[config.mk]
export PLATFORM = sky130hd
export DESIGN_NAME = osd_string_sched
export DESIGN_NICKNAME = d
export VERILOG_FILES = /design/src/rtl/osd_string_sched.sv
export SDC_FILE = /design/constraint.sdc
export NUM_CORES = 1
export LEC_CHECK = 0
export ABC_AREA = 1
export BUFFER_PORTS_ARGS = -buffer_cell sky130_fd_sc_hd__buf_4
export CAP_MARGIN = 20
export CORE_MARGIN = 1.5
export CORE_UTILIZATION = 50
export DETAILED_ROUTE_END_ITERATION = 10
export GPL_TIMING_DRIVEN = 0
export PLACE_DENSITY_LB_ADDON = 0.05
export SKIP_LAST_GASP = 1
export SLEW_MARGIN = 20
export SYNTH_ARGS = -nofsm -noshare
export SYNTH_HDL_FRONTEND = slang
export SYNTH_SLANG_ARGS = --single-unit
[constraint.sdc]
create_clock -name clk -period 3.95 [get_ports clk]
set_input_delay 0.1975 -clock clk [delete_from_list [all_inputs] [get_ports clk]]
set_output_delay 0.1975 -clock clk [all_outputs]
set_load 0.1 [all_outputs]
[src/rtl/osd_string_sched.sv]
// osd_string_sched: round-robin scheduler sharing one string writer with a region-clear engine
module osd_string_sched #(
  parameter int         NUM_REQ     = 4,
  parameter int         IDX_W       = 6,
  parameter int         ADDR_W      = 11,
  parameter int         CLR_LEN     = 32,
  parameter logic [7:0] FILL_CHAR   = 8'h20,
  parameter int         ACK_TIMEOUT = 4
) (
  input  logic                      clk,
  input  logic                      reset,
  input  logic [NUM_REQ-1:0]        req,
  input  logic [NUM_REQ*IDX_W-1:0]  req_index,
  input  logic [NUM_REQ*ADDR_W-1:0] req_addr,
  output logic [NUM_REQ-1:0]        done,
  output logic                      err,
  input  logic                      clr_req,
  input  logic [ADDR_W-1:0]         clr_addr,
  output logic                      clr_done,
  output logic                      wr_start,
  output logic [IDX_W-1:0]          wr_string_index,
  output logic [ADDR_W-1:0]         wr_base_addr,
  input  logic                      wr_busy,
  input  logic                      w_en,
  input  logic [ADDR_W-1:0]         w_addr,
  input  logic [7:0]                w_data,
  output logic                      osd_wr_en,
  output logic [ADDR_W-1:0]         osd_wr_addr,
  output logic [7:0]                osd_wr_data
);
  localparam int GW = (NUM_REQ > 1) ? $clog2(NUM_REQ) : 1;
  localparam int TW = $clog2(ACK_TIMEOUT + 1);
  localparam int CW = (CLR_LEN > 1) ? $clog2(CLR_LEN) : 1;
  typedef enum logic [2:0] {IDLE, ISSUE, WAIT_ACK, WAIT_DONE, RELEASE, CLEAR} state_t;
  state_t              r_state, w_next;
  logic [GW-1:0]       r_ptr, r_gnt, w_gnt, w_cand;
  logic                w_any, w_timeout;
  logic [TW-1:0]       r_tcnt;
  logic [CW-1:0]       r_ccnt;
  logic [ADDR_W-1:0]   r_clr_addr, r_base;
  logic [IDX_W-1:0]    r_idx;
  logic [NUM_REQ-1:0]  r_done;
  logic                r_start, r_err, r_clr_done;
  logic [IDX_W-1:0]    w_slot_idx [NUM_REQ];
  logic [ADDR_W-1:0]   w_slot_addr [NUM_REQ];
  for (genvar i = 0; i < NUM_REQ; i++) begin : g_slot
    assign w_slot_idx[i]  = req_index[i*IDX_W +: IDX_W];
    assign w_slot_addr[i] = req_addr[i*ADDR_W +: ADDR_W];
  end
  // first requesting slot at or after the round-robin pointer, scanned downward so the nearest wins
  always_comb begin
    w_any  = 1'b0;
    w_gnt  = '0;
    w_cand = '0;
    for (int k = NUM_REQ - 1; k >= 0; k--) begin
      w_cand = GW'((int'(r_ptr) + k) % NUM_REQ);
      if (req[w_cand]) begin
        w_any = 1'b1;
        w_gnt = w_cand;
      end
    end
  end
  // next-state logic; new work is only accepted once the shared writer is idle
  always_comb begin
    w_next    = r_state;
    w_timeout = r_state == WAIT_ACK && !wr_busy && r_tcnt == TW'(ACK_TIMEOUT - 1);
    case (r_state)
      IDLE:      w_next = wr_busy ? IDLE : clr_req ? CLEAR : w_any ? ISSUE : IDLE;
      ISSUE:     w_next = WAIT_ACK;
      WAIT_ACK:  w_next = (r_tcnt == TW'(ACK_TIMEOUT)) ? RELEASE : wr_busy ? WAIT_DONE : WAIT_ACK;
      WAIT_DONE: w_next = wr_busy ? WAIT_DONE : RELEASE;
      RELEASE:   w_next = IDLE;
      CLEAR:     w_next = (r_ccnt == CW'(CLR_LEN - 1)) ? IDLE : CLEAR;
      default:   w_next = IDLE;
    endcase
  end
  // state, grant latching, counters and registered pulse outputs
  always_ff @(posedge clk) begin
    if (reset) begin
      r_state    <= IDLE;
      r_ptr      <= '0;
      r_gnt      <= '0;
      r_tcnt     <= '0;
      r_ccnt     <= '0;
      r_clr_addr <= '0;
      r_idx      <= '0;
      r_base     <= '0;
      r_done     <= '0;
      r_start    <= 1'b0;
      r_err      <= 1'b0;
      r_clr_done <= 1'b0;
    end else begin
      r_state    <= w_next;
      r_start    <= w_next == ISSUE;
      r_err      <= w_timeout;
      r_done     <= (w_next == RELEASE) ? NUM_REQ'(1) << r_gnt : '0;
      r_clr_done <= r_state == CLEAR && w_next == IDLE;
      if (r_state == IDLE && w_next == ISSUE) begin
        r_gnt  <= w_gnt;
        r_ptr  <= GW'((int'(w_gnt) + 1) % NUM_REQ);
        r_idx  <= w_slot_idx[w_gnt];
        r_base <= w_slot_addr[w_gnt];
      end
      if (r_state == IDLE && w_next == CLEAR) begin
        r_clr_addr <= clr_addr;
        r_ccnt     <= '0;
      end else if (r_state == CLEAR) begin
        r_ccnt <= r_ccnt + CW'(1);
      end
      r_tcnt <= (r_state == ISSUE) ? '0 :
                (r_state == WAIT_ACK && !wr_busy && r_tcnt != TW'(ACK_TIMEOUT)) ? r_tcnt + TW'(1) : r_tcnt;
    end
  end
  assign done            = r_done;
  assign err             = r_err;
  assign clr_done        = r_clr_done;
  assign wr_start        = r_start;
  assign wr_string_index = r_idx;
  assign wr_base_addr    = r_base;
  assign osd_wr_en       = (r_state == CLEAR) ? 1'b1 : w_en;
  assign osd_wr_addr     = (r_state == CLEAR) ? r_clr_addr + ADDR_W'(r_ccnt) : w_addr;
  assign osd_wr_data     = (r_state == CLEAR) ? FILL_CHAR : w_data;
endmodule

# ---- Word level (Yosys, flattened, before mapping)
# Cells that the tools add are included.
dict set report classes {
  addsub 7
  n_lt_le_gt_ge 5
  n_eq_ne 11
  shift 1
  n_mux 33
  n_bitwise 2
  reduce_logical 12
}
# operator count
set ops {}
lappend ops {{2-to-1 mux 11 bit} 3}
lappend ops {{binary-select mux 11 bit (select 2 bit)} 1}
lappend ops {{2-to-1 mux 3 bit} 5}
lappend ops {{one-hot mux 3 bit (5 select lines)} 1}
lappend ops {{binary-select mux 6 bit (select 2 bit)} 1}
lappend ops {{equality test 3 bit, second input constant} 4}
lappend ops {{less-than comparator 2 x 3 -> 1 bit, second input constant} 4}
lappend ops {{2-to-1 mux 6 bit} 2}
lappend ops {{adder 11 x 5 -> 11 bit} 1}
lappend ops {{2-to-1 mux 1 bit} 11}
lappend ops {{equality test 3 x 2 -> 1 bit, second input constant} 3}
lappend ops {{binary-select mux 1 bit (select 2 bit)} 4}
lappend ops {{2-to-1 mux 2 bit} 4}
lappend ops {{2-to-1 mux 8 bit} 1}
lappend ops {{equality test 3 x 1 -> 1 bit, second input constant} 2}
lappend ops {{logical AND 1 bit} 6}
lappend ops {{zero test 3 bit} 2}
lappend ops {{OR reduction 2 bit} 3}
lappend ops {{adder 5 x 1 -> 5 bit, second input constant} 1}
lappend ops {{equality test 5 bit, second input constant} 1}
lappend ops {{adder 2 x 1 -> 2 bit, second input constant} 2}
lappend ops {{adder 2 bit, second input constant} 2}
lappend ops {{<< shifter 1 x 2 -> 4 bit, first input constant} 1}
lappend ops {{adder 3 x 1 -> 3 bit, second input constant} 1}
lappend ops {{5 further kinds} 5}
dict set report word_totals {
  ff_bits 50
  in_bits 107
  wordCells 83
}

# ---- Depth between registers and ports, before layout
dict set report logic_depth {
  word_depth 14
  mapped_depth 17
  depth_no_buf 15
}

# ---- Least setup slack after synthesis
# Ideal clock, no wire load.
dict set report synth_timing {
  path_kind {reg2out}
  startpoint {register r_ccnt[0]}
  endpoint {output osd_wr_addr[8]}
  arrival_ns 3.857
  path_slack_ns -0.105
  stages_incl_launch_ff 10
  path_cell_list {dfxtp_1 > ha_1 > inv_1 > fa_1 > o21ai_0 > nand2_1 > a21oi_1 > nand3_1 > xor2_1 > o21ai_0}
}
dict set report synth_between {
  elab_chain_cells 2
}
# element line
set synth_rtl {}
lappend synth_rtl {{start, declared} 39} ;# logic [CW-1:0] r_ccnt;
lappend synth_rtl {{start signal, assigned} 108} ;# r_ccnt <= r_ccnt + CW'(1);
lappend synth_rtl {{adder 11 x 5 -> 11 bit} 121} ;# assign osd_wr_addr = (r_state == CLEAR) ? r_clr_addr + ADDR_W'(r_ccnt) : w_addr;
lappend synth_rtl {{2-to-1 mux 11 bit} 121}
lappend synth_rtl {{end, declared} 28} ;# output logic [ADDR_W-1:0] osd_wr_addr,
# Every way passes these cells.

# ---- Final worst setup path
# Same ends and word-level chain as after synthesis.

==> impl_metrics.ini <==
[outcome]
status = completed

[cells_and_area]
fill_cells = 620
multiInputGateArea_mm2 = 0.00190
area_growth_pct = 38.4
ff_latch_area_mm2 = 0.00100
nets = 864
layout-drive-gt1-share = 0.266
diodes = 0

[timing]
maxSlewViolCount = 0
rsz0062_at_grt = no
fmaxAchievable_mhz = 337
slew-limit-headroom = 0.646
fin_crit_sh = 0.751
layout_setup_ws_ns = 0.985
finalSetupViolCount = 0
skew_ns = 0.00737
fin_tns_setup_ns = 0
worst_slew_pin_slew_ns = 0.531
period_needed_ns = 2.96
hold_violations = 0

[pwr]
p_seq_frac = 0.257
combPwrFrac = 0.593
ir_drop_v = 0.000296
cellPowerDensity_mw_per_mm2 = 496
pwr-share-clk = 0.149
leakage_uw = 0.00280
p_sw_frac = 0.500
p_sw_uw = 1210
power.internal_uw = 1210

[cts]
insertion_delay_ns = 0.30
clk_path_buf_depth = 2
ctsRootBufferMaster = clkbuf_8
h-tree-depth = 2
cts_tree = built
cts_resized = 0
numClockSinks = 50
cts_inserted_buffers = 5
clk_pin_slew_ns = 0.09
post-cts-setup-buffers = 0
ctsHoldBuffers = 0

[synthesis]
synthAdderAreaFrac = 0.0411
synthCells = 589
synthDistinctLibCells = 35
synth.area.mux_share = 0
synth_top_area_frac = 0.283
syn-cell-area_mm2 = 0.00353
avgSynthCellArea_um2 = 6.00
synth_compound_area_frac = 0.0659
synthXorXnorAreaFrac = 0.0124
yosysSeqAreaShare = 0.283
yosys-top-cells-area = dfxtp_1 (28%), nand3_1 (13%), nand2_1 (13%)
synth_nets = 707
ys_seq_elements = 50
synth_top_family_by_area = simple AND/OR/NAND/NOR gates
synth_top_cell_by_area = dfxtp_1
synthSimpleGateAreaFrac = 0.419
yosysWarnings = 0

[routing]
drt-vias-per-instance = 4.83
routed_wl_mm = 9.71
drtIter0Drc = 206
post-route-drc-count = 0
vias = 4068
first_pass_iters = 4
avgRoutedWirePerCell_um = 11.5
ant_nets = 0

[worst_setup_path]
slowest_stage = fa_1
worst_setup_path_start_kind = flop
crit_fanout = 4
critical_path_class = flop to output port
required_ns = 3.75
worstPathCellList = ha_1, inv_1, fa_1, o21ai_0, nand2_1, a21oi_1, nand3_1, xor2_1, o21ai_1, buf_4
crit_path_end_kind = output port
slowest_delay_ns = 0.40
critical_path_buf_inv_count = 2
cp_top_family = compound AO/OA/AOI/OAI gates
crit_arrival_ns = 2.77

[global_routing]
grt_pass1_vias = 3701
grt_use_total = 0.260
grt_pass1_wl_mm = 15.8
grt-ovfl-total = 0
antenna_found_initial = 0
grt_max_degree = 16

[job]
maxCapViolations = 0

[floorplan]
ios = 151
initial_core_util = 0.517
coreArea_mm2 = 0.00683
chipHeight_um = 87.1
die_x_um = 87.1
rows = 30
die_area_mm2 = 0.00758

[placed_design]
gp_congestion = 0.872
post-dp-hpwl_mm = 7.80
io_buffers = 150
dp_slack_ns = 1.31

[worst_hold_path]
hold_class = input port to flop
## Yosys cell counts, drive strengths merged
library cell  count
nor3              2
and2              1
a211oi            2
or2               2
inv             129
nand2           128
o21bai            1
nand4             4
o21ai            22
nor2             81
clkinv            1
a31o              1
clkbuf            7
fa                1
a21oi            16
buf              16
ha               10
nand3           103
xnor2             1
and3              2
xor2              4
nand3b            3
dfxtp            50
nor3b             2
## placed cells by master (no fill, tap or decap), types with 2 or more instances in the layout
cell / instances
nor2_1: 81
ha_1: 10
a211oi_1: 2
nand3_2: 10
nand3b_1: 3
nor3_1: 2
inv_2: 6
clkbuf_1: 8
nand2_2: 3
inv_1: 122
buf_2: 9
nand2_4: 2
o21ai_1: 4
xor2_1: 4
o21ai_0: 18
a21oi_1: 15
nand3_1: 93
and3_1: 2
nand4_1: 4
buf_4: 151
buf_6: 5
nand2_1: 123
dfxtp_1: 50
or2_2: 2
clkbuf_8: 5
## routing by layer
layer / track usage / routed length (um) / vias up
met4: 0.0748 / 93 / 0
met1: 0.298 / 3810 / 1778
met3: 0.0398 / 796 / 9
met2: 0.493 / 5010 / 162
met5: 0 / 0 / -
li1: - / - / 2119
## final cells by class
type                            count  area share
Clock buffer                        6      0.0148
Clock inverter                      2     0.00768
Inverter                          130       0.100
Buffer                             23      0.0284
Multi-Input combinational cell    386       0.389
Tap cell                           96      0.0246
Timing Repair Buffer              150       0.230
Sequential cell                    50       0.205
## stage by stage
step	cell area, um^2	std cells	utilization	total power [uW]	hold WS [ns]
4_1_cts	4890	843	0.716	2430	0.0951
3_5_place_dp	4780	835	0.700	2070	0.414
2_1_floorplan	3530	589	-	1730	0.277
3_3_place_gp	4780	835	0.700	2050	0.413
5_1_grt	4890	843	0.716	2590	0.0943
6_report	4890	843	0.716	2420	0.0984
## final timing paths
kind,slack (ns),startpoint,to,cells after the start
worst max-delay path,0.99,r_ccnt[0]$_SDFFE_PP0N_,osd_wr_addr[8],10
worst min-delay path,0.1,reset,r_state[2]$_SDFF_PP0_,2
worst max register to register,1.64,r_ccnt[1]$_SDFFE_PP0N_,wr_base_addr[0]$_SDFFE_PP0P_,11
worst min register to register,0.49,r_gnt[0]$_SDFFE_PP0P_,done[0]$_SDFF_PP0_,1
## cell families (layout without fill, tap and decap cells)
logic type               Yosys count  after routing
AND/OR/NAND/NOR                  328            328
buffers and inverters            153            311
flip-flops                        50             50
AO/OA/AOI/OAI                     42             42
adder cells (fa/ha/maj)           11             11
XOR/XNOR                           5              5
## flip-flops by register name, summed over array words and instances (netlist names)
signal           flops
wr_start             1
wr_base_addr        11
clr_done             1
wr_string_index      6
r_ptr                2
r_tcnt               3
r_ccnt               5
done                 4
err                  1
r_gnt                2
r_clr_addr          11
r_state              3
## power groups by stage
| stage | Combinational, uW | Sequential, uW | Clock (uW) |
|---|---|---|---|
| 4_1_cts | 1440 | 623 | 364 |
| 3_3_place_gp | 1410 | 632 | 0 |
| 2_1_floorplan | 798 | 931 | 0 |
| 3_5_place_dp | 1430 | 635 | 0 |
| 6_report | 1440 | 624 | 361 |
| 5_1_grt | 1570 | 634 | 385 |
Power figures use the tool's default switching activity.
